### config.mk
export PLATFORM = sky130hd
export DESIGN_NAME = mips_cpu_control_fsm
export DESIGN_NICKNAME = d
export VERILOG_FILES = /design/src/rtl/mips_cpu_control_fsm.sv
export SDC_FILE = /design/constraint.sdc
export NUM_CORES = 1
export LEC_CHECK = 0
export CORE_MARGIN = 1
export CORE_UTILIZATION = 39
export DETAILED_ROUTE_END_ITERATION = 6
export PLACE_DENSITY = 0.84
export SETUP_SLACK_MARGIN = 0.3
export SYNTH_ARGS = -nofsm -noshare
export SYNTH_HDL_FRONTEND = slang
export SYNTH_SLANG_ARGS = --single-unit
### constraint.sdc
create_clock -name clk -period 2.4 [get_ports clk]
set_clock_uncertainty 0.15 [all_clocks]
set_input_delay 0.6 -clock clk [delete_from_list [all_inputs] [get_ports clk]]
set_output_delay 0.6 -clock clk [all_outputs]
set_load 0.01 [all_outputs]
### src/rtl/mips_cpu_control_fsm.sv
// Multi-cycle control FSM for the bus-based MIPS core: FETCH/DECODE/EXEC/MEM/WB sequencing, halt and illegal-opcode detection.
// Latency (no stalls): ALU op 4, lw 5, sw 4, branch/jump 3 (4 with link), mult/div 2+MULDIV_LATENCY cycles.
// Backpressure: waitrequest holds the current FETCH or MEM access; it is ignored in every other state.
//
// Optional feature macro: MIPS_CTRL_MULDIV_EN enables mult/multu/div/divu/mthi/mtlo/mfhi/mflo.
// Without it those funct codes are illegal and hilo_write stays 0.
//
// Ports:
//   clk, reset          rising-edge clock, synchronous active-high reset
//   opcode/funct        IR[31:26] / IR[5:0]; branch_type = IR[20:16] (REGIMM selector)
//   waitrequest         memory stall; target_is_zero = datapath next-PC is 0 (halt request)
//   active, illegal     running flag (low in HALT); sticky undecodable-instruction flag
//   mem_read/mem_write/addr_sel/ir_write/pc_write   memory port and PC/IR control
//   regdst/alusrc/aluop/branch/jump/link/memtoreg/reg_write/hilo_write   datapath control
module mips_cpu_control_fsm #(
  parameter int ALUOP_WIDTH    = 4,
  parameter int MULDIV_LATENCY = 32
) (
  input  logic                   clk,
  input  logic                   reset,
  input  logic [5:0]             opcode,
  input  logic [5:0]             funct,
  input  logic [4:0]             branch_type,
  input  logic                   waitrequest,
  input  logic                   target_is_zero,
  output logic                   active,
  output logic                   illegal,
  output logic                   mem_read,
  output logic                   mem_write,
  output logic                   addr_sel,
  output logic                   ir_write,
  output logic                   pc_write,
  output logic [1:0]             regdst,
  output logic                   alusrc,
  output logic [ALUOP_WIDTH-1:0] aluop,
  output logic                   branch,
  output logic                   jump,
  output logic                   link,
  output logic                   memtoreg,
  output logic                   reg_write,
  output logic                   hilo_write
);

  if (ALUOP_WIDTH < 4 || MULDIV_LATENCY < 1) begin : g_bad_params
    $error("mips_cpu_control_fsm: ALUOP_WIDTH must be >= 4 and MULDIV_LATENCY >= 1");
  end

  localparam logic [5:0] OP_RTYPE  = 6'b000000;
  localparam logic [5:0] OP_REGIMM = 6'b000001;
  localparam logic [5:0] OP_J      = 6'b000010;
  localparam logic [5:0] OP_JAL    = 6'b000011;
  localparam logic [5:0] OP_BEQ    = 6'b000100;
  localparam logic [5:0] OP_BNE    = 6'b000101;
  localparam logic [5:0] OP_BLEZ   = 6'b000110;
  localparam logic [5:0] OP_BGTZ   = 6'b000111;
  localparam logic [5:0] OP_ADDIU  = 6'b001001;
  localparam logic [5:0] OP_ANDI   = 6'b001100;
  localparam logic [5:0] OP_LW     = 6'b100011;
  localparam logic [5:0] OP_SW     = 6'b101011;

  localparam logic [5:0] FN_JR     = 6'b001000;
  localparam logic [5:0] FN_JALR   = 6'b001001;
  localparam logic [5:0] FN_MFHI   = 6'b010000;
  localparam logic [5:0] FN_MTHI   = 6'b010001;
  localparam logic [5:0] FN_MFLO   = 6'b010010;
  localparam logic [5:0] FN_MTLO   = 6'b010011;

  typedef enum logic [2:0] {
    S_FETCH,
    S_DECODE,
    S_EXEC,
    S_MEM,
    S_WB,
    S_HALT
  } state_t;

  state_t state, state_n;

  // Instruction decode, valid from DECODE onwards while the IR is stable.
  logic       dec_legal;
  logic [3:0] dec_aluop;
  logic       dec_alusrc;
  logic       dec_branch;
  logic       dec_jump;
  logic       dec_link;
  logic       dec_load;
  logic       dec_store;
  logic       dec_writes;   // instruction needs the WB state
  logic [1:0] dec_regdst;
`ifdef MIPS_CTRL_MULDIV_EN
  logic       dec_muldiv;
  logic       dec_hlmove;
`endif

  always_comb begin
    dec_legal  = 1'b1;
    dec_aluop  = 4'b0000;
    dec_alusrc = 1'b0;
    dec_branch = 1'b0;
    dec_jump   = 1'b0;
    dec_link   = 1'b0;
    dec_load   = 1'b0;
    dec_store  = 1'b0;
    dec_writes = 1'b0;
    dec_regdst = 2'b00;
`ifdef MIPS_CTRL_MULDIV_EN
    dec_muldiv = 1'b0;
    dec_hlmove = 1'b0;
`endif
    case (opcode)
      OP_RTYPE: begin
        dec_regdst = 2'b01;
        if (funct == FN_JR) begin
          dec_jump = 1'b1;
        end else if (funct == FN_JALR) begin
          dec_jump   = 1'b1;
          dec_link   = 1'b1;
          dec_writes = 1'b1;
        end
`ifdef MIPS_CTRL_MULDIV_EN
        else if (funct[5:2] == 4'b0110) begin
          dec_muldiv = 1'b1;
        end else if (funct == FN_MTHI || funct == FN_MTLO) begin
          dec_hlmove = 1'b1;
        end
`else
        else if (funct[5:2] == 4'b0110 || funct == FN_MTHI || funct == FN_MTLO ||
                 funct == FN_MFHI || funct == FN_MFLO) begin
          dec_legal = 1'b0;
        end
`endif
        else begin
          dec_writes = 1'b1;
        end
      end
      OP_ADDIU: begin
        dec_aluop  = 4'b0001;
        dec_alusrc = 1'b1;
        dec_writes = 1'b1;
      end
      OP_ANDI: begin
        dec_aluop  = 4'b0010;
        dec_alusrc = 1'b1;
        dec_writes = 1'b1;
      end
      OP_BEQ: begin
        dec_aluop  = 4'b0011;
        dec_branch = 1'b1;
      end
      OP_BNE: begin
        dec_aluop  = 4'b1000;
        dec_branch = 1'b1;
      end
      OP_BGTZ: begin
        dec_aluop  = 4'b0100;
        dec_branch = 1'b1;
      end
      OP_BLEZ: begin
        dec_aluop  = 4'b0111;
        dec_branch = 1'b1;
      end
      OP_REGIMM: begin
        // bit0 picks ge0 vs lt0, bit4 picks the linking variants.
        if (branch_type == 5'b00000 || branch_type == 5'b00001 ||
            branch_type == 5'b10000 || branch_type == 5'b10001) begin
          dec_aluop  = branch_type[0] ? 4'b0101 : 4'b0110;
          dec_branch = 1'b1;
          dec_link   = branch_type[4];
          dec_writes = branch_type[4];
          dec_regdst = 2'b10;
        end else begin
          dec_legal = 1'b0;
        end
      end
      OP_LW: begin
        dec_aluop  = 4'b0001;
        dec_alusrc = 1'b1;
        dec_load   = 1'b1;
        dec_writes = 1'b1;
      end
      OP_SW: begin
        dec_aluop  = 4'b0001;
        dec_alusrc = 1'b1;
        dec_store  = 1'b1;
      end
      OP_J: begin
        dec_jump = 1'b1;
      end
      OP_JAL: begin
        dec_jump   = 1'b1;
        dec_link   = 1'b1;
        dec_writes = 1'b1;
        dec_regdst = 2'b10;
      end
      default: begin
        dec_legal = 1'b0;
      end
    endcase
  end

`ifdef MIPS_CTRL_MULDIV_EN
  // Counts EXEC cycles of a mult/div; idles at 0 so every operation starts fresh.
  localparam int CW = (MULDIV_LATENCY > 1) ? $clog2(MULDIV_LATENCY) : 1;
  logic [CW-1:0] md_cnt;
  logic          md_last;

  assign md_last = (md_cnt == CW'(MULDIV_LATENCY - 1));

  always_ff @(posedge clk) begin
    if (reset) begin
      md_cnt <= '0;
    end else if (state == S_EXEC && dec_muldiv && !md_last) begin
      md_cnt <= md_cnt + 1'b1;
    end else begin
      md_cnt <= '0;
    end
  end
`endif

  always_ff @(posedge clk) begin
    if (reset) begin
      state   <= S_FETCH;
      illegal <= 1'b0;
    end else begin
      state <= state_n;
      if (state == S_DECODE && !dec_legal) begin
        illegal <= 1'b1;
      end
    end
  end

  always_comb begin
    state_n    = state;
    active     = 1'b1;
    mem_read   = 1'b0;
    mem_write  = 1'b0;
    addr_sel   = 1'b0;
    ir_write   = 1'b0;
    pc_write   = 1'b0;
    regdst     = 2'b00;
    alusrc     = 1'b0;
    aluop      = '0;
    branch     = 1'b0;
    jump       = 1'b0;
    link       = 1'b0;
    memtoreg   = 1'b0;
    reg_write  = 1'b0;
    hilo_write = 1'b0;
    case (state)
      S_FETCH: begin
        mem_read = 1'b1;
        if (!waitrequest) begin
          ir_write = 1'b1;
          pc_write = 1'b1;
          state_n  = S_DECODE;
        end
      end
      S_DECODE: begin
        state_n = dec_legal ? S_EXEC : S_HALT;
      end
      S_EXEC: begin
        aluop    = ALUOP_WIDTH'(dec_aluop);
        alusrc   = dec_alusrc;
        branch   = dec_branch;
        jump     = dec_jump;
        pc_write = dec_branch | dec_jump;
        if (dec_load || dec_store) begin
          state_n = S_MEM;
        end else if (dec_writes) begin
          state_n = S_WB;
        end else if (dec_jump && target_is_zero) begin
          state_n = S_HALT;
        end else begin
          state_n = S_FETCH;
        end
`ifdef MIPS_CTRL_MULDIV_EN
        if (dec_hlmove) begin
          hilo_write = 1'b1;
        end
        if (dec_muldiv) begin
          hilo_write = md_last;
          if (!md_last) begin
            state_n = S_EXEC;
          end
        end
`endif
      end
      S_MEM: begin
        // ALU result is the address, so keep the ALU controls steady.
        aluop     = ALUOP_WIDTH'(dec_aluop);
        alusrc    = dec_alusrc;
        addr_sel  = 1'b1;
        mem_read  = dec_load;
        mem_write = dec_store;
        if (!waitrequest) begin
          state_n = dec_load ? S_WB : S_FETCH;
        end
      end
      S_WB: begin
        aluop     = ALUOP_WIDTH'(dec_aluop);
        alusrc    = dec_alusrc;
        reg_write = 1'b1;
        regdst    = dec_regdst;
        memtoreg  = dec_load;
        link      = dec_link;
        // Only jumps halt; linking branches pass through here but never halt.
        state_n   = (dec_jump && target_is_zero) ? S_HALT : S_FETCH;
      end
      S_HALT: begin
        active = 1'b0;
      end
      default: begin
        state_n = S_FETCH;
      end
    endcase
  end

endmodule
==> summary.txt, run 1 <==
Synthesis
  • Main synth FF type: dfxtp_1
  • Post-synth top area cell: dfxtp_1
  • Distinct cell type count after synthesis: 48
  • Synth top area share: 10.4%
  • Syn Area/Cell: 6.45 um2
  • Synthesized area: 767 um2
  • Post-synth top cells: 19 x nor2_1, 11 x nand2_1, 8 x a21oi_1
  • Post-synthesis register bit count: 4
  • EDFF count, synth: 0
  • Sequential-to-total area share from yosys stat: 10.4%
  • Synth async-reset ratio: 0%
  • Syn nets: 140
  • Synth Instances: 119
  • Synth top area cells: dfxtp_1 10%, nor2_1 9.3%, nand2_1 5.4%
  • Yosys warnings: 0
  • Count leader, synth: nor2_1

Placed design
  • GP Congestion: 0.868
  • IO buf count: 39
  • Placed standard-cell area: 1450 um2
  • Hpwl dp: 2.50 mm

Status
  • Log Error: [ERROR GRT-0232] Routing congestion too high. Check the congestion heatmap in the GUI.
  • Status: aborted with a tool error
  • Stopped at: global routing (5_1_grt)

Die
  • Rows: 15
  • Starting Density: 43.0%
  • Num ports: 41
  • Die width: 46.3 um
  • Die H: 46.3 um

GRT
  • Pin count of the biggest net entering global routing: 9
  • Total Routing Usage GR: 73.3%
  • Overflow after GRT: 54

CTS
  • CTS Hold Bufs: 0
  • Num Clock Sinks: 4
  • Inserted Clock Buffers: 3
  • Clk buf depth: 2
  • Clk root buf: clkbuf_4
  • H-tree Lvls: 1

Timing
  • Worst endpoint type: output port
  • GR repair worst EP: alusrc
## layer usage
layer / track usage (%) / overflow
met1: 70.6 / 0
met2: 100 / 34
met3: 36.1 / 0
met4: 94.1 / 20
met5: 0 / 0
## logic make-up after synthesis
kind of cell / synth area share (%)
simple gates: 48.3
flops: 10.4
compound gates: 34.1
buf+inv: 5.55
other cells: 0.489
xor+xnor: 1.14
## what timing repair did
| action | 4_1_cts |
|---|---|
| gates resized for setup | 143 |
| pin swaps | 25 |
| endpoints found under the setup margin | 22 |
| setup buffers | 8 |
## through the flow
step	util, %	worst slack [ps]	std cells	setup TNS, ps	hold WS (ps)
2_1_floorplan	-	66.9	119	0	361
3_3_place_gp	81.3	-962	210	-13110	310
3_5_place_dp	81.3	-1010	210	-13540	373
4_1_cts	88.8	-113	221	-663	401
==> run 2, diff against run 1 <==
CORE_AREA = 2 2 63 65   (was default)
CORE_MARGIN = default   (was 1)
CORE_UTILIZATION = default   (was 39)
DIE_AREA = 0 0 65 67   (was default)
PLACE_DENSITY = default   (was 0.84)
PLACE_DENSITY_LB_ADDON = 0.15   (was default)
SETUP_SLACK_MARGIN = default   (was 0.3)
==> summary.txt, run 2 <==
Min path
  • Hold Crit Class: reg2reg
  • Worst hold stages: 2
  • HP Start: illegal$_SDFFE_PP0P_
  • Hold EP: illegal$_SDFFE_PP0P_

Timing
  • Setup Viol. Count Final: 8
  • Crit share post-route: 107%
  • Hold_ws: 359 ps
  • Worst setup margin: -164 ps
  • Fmax: 390 MHz
  • Slew Viols, Final: 0
  • RSZ-0062 raised after global routing: yes
  • Period minus WS final: 2560 ps
  • Final Hold Viols: 0
  • Setup TNS: -701 ps

Power
  • Clock share of power: 31.6%
  • Sw Ratio: 32.9%
  • Sequential share of power: 17.3%
  • Leak: 0.796 nW
  • Internal: 0.303 mW
  • Comb pwr share: 51.1%
  • Cell Pwr Density: 266 nW/um2
  • Psw: 0.149 mW
  • Worst VDD drop: 0.155 mV
  • Total power: 0.452 mW

Die
  • Rows: 22 (+7)
  • Core box area: 3610 um2
  • Starting Density: 21.3% (-22 points)
  • DIE AREA: 4360 um2
  • Num ports: 41 (unchanged)
  • Die width: 65 um (+40%)
  • Die H: 67 um (+45%)

CTS
  • Clk root buf: clkbuf_8
  • CTS Hold Bufs: 0 (unchanged)
  • Insertion delay of the later-clocked pin in the worst-skew pair: 220 ps
  • Num Clock Sinks: 4 (unchanged)
  • H-tree Lvls: 1 (unchanged)
  • Clk slew on worst S/H paths: 30 ps
  • CTS tree: built
  • Inserted Clock Buffers: 3 (unchanged)
  • Clk buf depth: 2 (unchanged)

Final layout
  • Ant diodes: 0
  • Top Registers: state x3, illegal x1
  • Max reg flops: 3
  • Biggest register: state
  • Layout cells sized above 1: 51.0%
  • Nets: 229
  • Most frequent cells in the layout: 46 x buf_4, 14 x nor2_1, 12 x buf_2, 10 x nand2_1, 10 x buf_6
  • Most common cell after layout, fill and taps aside: buf_4
  • FILL cells: 375
  • Fin util: 47.2%
  • Area growth, synth to finish: 122%

Route
  • Pre-antenna DRT Iters: 5
  • Drt initial violations: 60
  • DR DRC count: 0
  • Via count: 1239
  • Number of vias per cell: 4.88
  • DRT antenna net count: 0
  • WL/cell: 12.7 um
  • DRT Wirelength: 3.23 mm

Setup path
  • CP Launch Type: input pin
  • Reg2reg setup slack: 710 ps
  • R2R cell count: 7
  • Worst Path Max Fanout: 5
  • Worst R2R End: state[0]$_SDFFE_PP0P_
  • Critical path class: in2out
  • Reg2Reg Launch Point: state[1]$_SDFFE_PP0P_
  • WP data arrival: 1810 ps
  • Worst path required time: 1650 ps
  • Setup crit end kind: output port

Status
  • Status: finished with violations
  • Failing checks: setup timing

Placed design
  • IO buf count: 39 (unchanged)
  • GP Congestion: 0.803 (-7.5%)
  • Hpwl dp: 2.48 mm (-0.88%)

Synthesis
  • EDFF count, synth: 0 (unchanged)
  • Count leader, synth: nor2_1
  • Syn Area/Cell: 6.45 um2 (unchanged)
  • Synth async-reset ratio: 0% (unchanged)
  • Post-synthesis register bit count: 4 (unchanged)
  • Synth Instances: 119 (unchanged)
  • Post-synth top area cell: dfxtp_1
  • Sequential-to-total area share from yosys stat: 10.4% (unchanged)
  • Synth top area share: 10.4% (unchanged)
  • Syn nets: 140 (unchanged)
  • Distinct cell type count after synthesis: 48 (unchanged)
  • Yosys warnings: 0 (unchanged)
  • Post-synth top cells: 19 x nor2_1, 11 x nand2_1, 8 x a21oi_1
  • Synthesized area: 767 um2 (unchanged)
  • Main synth FF type: dfxtp_1
  • Synth top area cells: dfxtp_1 10%, nor2_1 9.3%, nand2_1 5.4%

GRT
  • Total Routing Usage GR: 16.0%
  • Overflow after GRT: 0
  • First-pass GRT wire length: 5.48 mm
  • Vias in the first global route: 1251
  • Antenna violations before repair: 0
  • Pin count of the biggest net entering global routing: 11

Flow run
  • Max_cap viols: 0
-- run 2: critical path, stage by stage --
cell and delay (ps):
buf_12 100, or4_4 550, buf_6 140, nor2_4 70
o22ai_2 90, nor2_1 110, buf_2 130
-- run 2: how the worst max path moves through the flow --
stage,start,cells after the start,slack (ps),endpoint
after global placement,opcode[5],8,-1030,aluop[0]
after floorplan,opcode[5],5,8,aluop[0]
after global routing,opcode[5],7,-230,aluop[2]
after detailed placement,opcode[5],8,-1060,aluop[0]
final,opcode[5],7,-160,aluop[1]
after CTS,opcode[5],7,-150,aluop[2]
-- run 2: power by group through the flow --
stage               combinational [mW]  clock [mW]  sequential [mW]
finish                           0.231       0.143           0.0783
global route                     0.250       0.151           0.0792
CTS                              0.223       0.146           0.0783
detailed placement               0.206           0           0.0788
global placement                 0.205           0           0.0789
floorplan                       0.0835           0           0.0792
-- run 2: layout make-up --
type / instances / area [um2] / area share, %
Timing Repair Buffer: 90 / 727 / 42.7
Inverter: 4 / 15.0 / 0.882
Clock buffer: 3 / 41.3 / 2.43
Multi-Input combinational cell: 105 / 777 / 45.7
Sequential cell: 4 / 81.3 / 4.78
Tap cell: 48 / 60.1 / 3.53
-- run 2: cells by family (layout without fill, tap and decap cells) --
logic type             count (synthesis)  after routing  synth area share (%)
XOR/XNOR                               1              1                  1.14
other                                  1              1                 0.489
AND/OR/NAND/NOR                       67             67                  48.3
buffers and inverters                 10             97                  5.55
flip-flops                             4              4                  10.4
AO/OA/AOI/OAI                         36             36                  34.1
-- run 2: metal layers --
| layer | vias to the layer above | routed length [um] | track usage (%) |
|---|---|---|---|
| met4 | 0 | 42 | 3.99 |
| met2 | 47 | 1620 | 29.1 |
| met3 | 8 | 147 | 1.69 |
| met1 | 569 | 1430 | 20.1 |
| met5 | - | 0 | 0 |
| li1 | 615 | - | - |
-- run 2: repair_timing --
item,in CTS,in global routing
pin swaps,24,20
resized for setup,127,20
endpoints found under the setup margin,20,16
buffers inserted,11,3
-- run 2: through the flow --
stage / std cells / instance area, um2 / setup slack (ps)
after floorplan: 119 / 767 / 7.74
after global placement: 237 / 1470 / -1030
after detailed placement: 237 / 1470 / -1060
after CTS: 251 / 1650 / -146
after global routing: 254 / 1700 / -227
final: 254 / 1700 / -164
No activity file was read; power rests on OpenSTA's default activity.
==> run 3, diff against run 2 <==
clock period = 2.6 ns   (was 2.4 ns; I/O delays follow)
==> summary.txt, run 3 (same netlist as run 2, synthesis figures left out) <==
Status
  • Status: finished clean

Timing
  • Setup Viol. Count Final: 0 (-8)
  • Fmax: 386 MHz
  • Final Hold Viols: 0 (unchanged)
  • Slew Viols, Final: 0 (unchanged)
  • RSZ-0062 raised after global routing: yes
  • Crit share post-route: 99.7%
  • Period minus WS final: 2590 ps

Final layout
  • Most frequent cells in the layout: 46 x buf_4, 14 x nor2_1, 11 x nand2_1, 11 x buf_2
  • Ant diodes: 0 (unchanged)
  • Max reg flops: 3 (unchanged)
  • FILL cells: 381 (+1.6%)
  • Post-route cell area: 1690 um2 (-0.51%)
  • Non-Filler Instances: 254 (unchanged)
  • Layout cells sized above 1: 48.5% (-2.4 points)
  • Top Registers: state x3, illegal x1
  • Most common cell after layout, fill and taps aside: buf_4
  • Biggest register: state
  • Nets: 229 (unchanged)
  • Fin util: 46.9% (-0.24 points)
  • Area growth, synth to finish: 121%

Route
  • WL/cell: 13.1 um (+2.6%)
  • DRT antenna net count: 0 (unchanged)
  • Drt initial violations: 80 (+33%)
  • Number of vias per cell: 4.83 (-0.89%)
  • Pre-antenna DRT Iters: 4 (-1)
  • DRT Wirelength: 3.32 mm (+2.6%)
  • DR DRC count: 0 (unchanged)
  • Via count: 1228 (-0.89%)

GRT
  • Antenna violations before repair: 0 (unchanged)
  • First-pass GRT wire length: 5.49 mm (+0.13%)
  • Pin count of the biggest net entering global routing: 9 (-2)
  • Overflow after GRT: 0 (unchanged)
  • Vias in the first global route: 1268 (+1.4%)
  • Total Routing Usage GR: 16.0% (-0.041 points)

Setup path
  • Reg2Reg Launch Point: state[1]$_SDFFE_PP0P_
  • Reg2reg setup slack: 1020 ps (+310 ps)
  • CP delay by family, top: simple AND/OR/NAND/NOR gates
  • WP data arrival: 1790 ps (-20 ps)
  • Critical path's slowest cell: or4_4
  • Setup crit end kind: output port
  • Crit path cell chain: buf_12, or4_4, nor2_4, o22ai_2, nor2_1, buf_2
  • CP peak stage delay: 590 ps (+40 ps)
  • Worst Path Max Fanout: 7 (+2)
  • Worst path required time: 1800 ps (+150 ps)
  • CP Launch Type: input pin
  • Critical path buffers and inverters: 2 (-1)
  • Critical path class: in2out
  • Crit path from: opcode[3]

Die
  • Starting Density: 21.3% (unchanged)
  • Core box area: 3610 um2 (unchanged)
  • DIE AREA: 4360 um2 (unchanged)
  • Num ports: 41 (unchanged)
  • Die width: 65 um (unchanged)
  • Rows: 22 (unchanged)
  • Die H: 67 um (unchanged)

Power
  • Leak: 0.787 nW (-1.1%)
  • Cell Pwr Density: 242 nW/um2 (-9.0%)
  • Psw: 0.130 mW (-12%)
  • Worst VDD drop: 0.204 mV (+32%)
  • Total power: 0.409 mW (-9.5%)
  • Comb pwr share: 51.2% (about the same)
  • Sequential share of power: 18.0% (+0.7 points)
  • Clock share of power: 30.9% (-0.7 points)
  • Internal: 0.279 mW (-8.0%)
  • Sw Ratio: 31.9% (-1.0 points)

CTS
  • Insertion delay of the later-clocked pin in the worst-skew pair: 210 ps (about the same)
  • Clk buf depth: 2 (unchanged)
  • Num Clock Sinks: 4 (unchanged)
  • CTS tree: built
  • H-tree Lvls: 1 (unchanged)
  • Clk slew on worst S/H paths: 30 ps (about the same)
  • Inserted Clock Buffers: 3 (unchanged)
  • Clk root buf: clkbuf_8

Placed design
  • Post-Place Cells: 235 (-0.84%)
  • IO buf count: 39 (unchanged)
  • Placed standard-cell area: 1450 um2 (-1.0%)
  • GP Congestion: 0.848 (+5.6%)
  • Hpwl dp: 2.54 mm (+2.4%)

Min path
  • Hold Crit Class: reg2reg
  • HP Start: illegal$_SDFFE_PP0P_

Flow run
  • Max_cap viols: 0 (unchanged)
-- run 3: what timing repair did --
| item | CTS | global route |
|---|---|---|
| setup buffers | 14 | 2 |
| hold buffers | 0 | 0 |
| pin swaps | 19 | 12 |
| endpoints found under the setup margin | 15 | 10 |
| gates resized for setup | 108 | 23 |
-- run 3: worst register-to-register path: cells and delay by family, from the launching register on --
| family | cells | cell delay (ps) |
|---|---|---|
| DFF | 1 | 330 |
| AOI/OAI and AO/OA | 3 | 490 |
| buffers and inverters | 1 | 140 |
| and+or+nand+nor | 2 | 340 |
-- run 3: power groups by stage --
stage | logic, mW | clock network [mW] | registers (mW)
after CTS | 0.198 | 0.130 | 0.0735
after detailed placement | 0.186 | 0 | 0.0743
final | 0.209 | 0.126 | 0.0735
after floorplan | 0.0771 | 0 | 0.0731
after global routing | 0.227 | 0.138 | 0.0745
after global placement | 0.185 | 0 | 0.0742
-- run 3: path summary, 6_finish.rpt --
check / depth (start not counted) / endpoint
worst max register to register: 6 / state[0]$_SDFFE_PP0P_
worst min register to register: 2 / illegal$_SDFFE_PP0P_
worst max-delay path: 6 / aluop[1]
worst min-delay path: 2 / illegal$_SDFFE_PP0P_
-- run 3: cell type report --
cell class                 instances  area, um2  area share [%]
inverter                           4       15.0           0.887
timing repair buffer              90        731            43.2
sequential                         4       80.1            4.73
clock buffer                       3       41.3            2.44
tap                               48       60.1            3.55
multi-input combinational        105        766            45.2
-- run 3: routing by layer --
| layer | vias to the layer above | track usage, % | part of all wire [%] |
|---|---|---|---|
| li1 | 613 | - | - |
| met1 | 585 | 19.1 | 44 |
| met2 | 26 | 29.8 | 52 |
| met3 | 4 | 2.03 | 3.4 |
| met4 | 0 | 4.26 | 0.48 |
| met5 | - | 0 | 0 |
-- run 3: stage by stage --
step                worst slack, ps  TNS [ps]  hold slack (ps)
floorplan                      91.6         0              361
global placement               -920    -12180              324
detailed placement             -943    -12470              320
CTS                           -50.3     -54.6              338
global route                  -68.1      -128              379
finish                         8.10         0              328
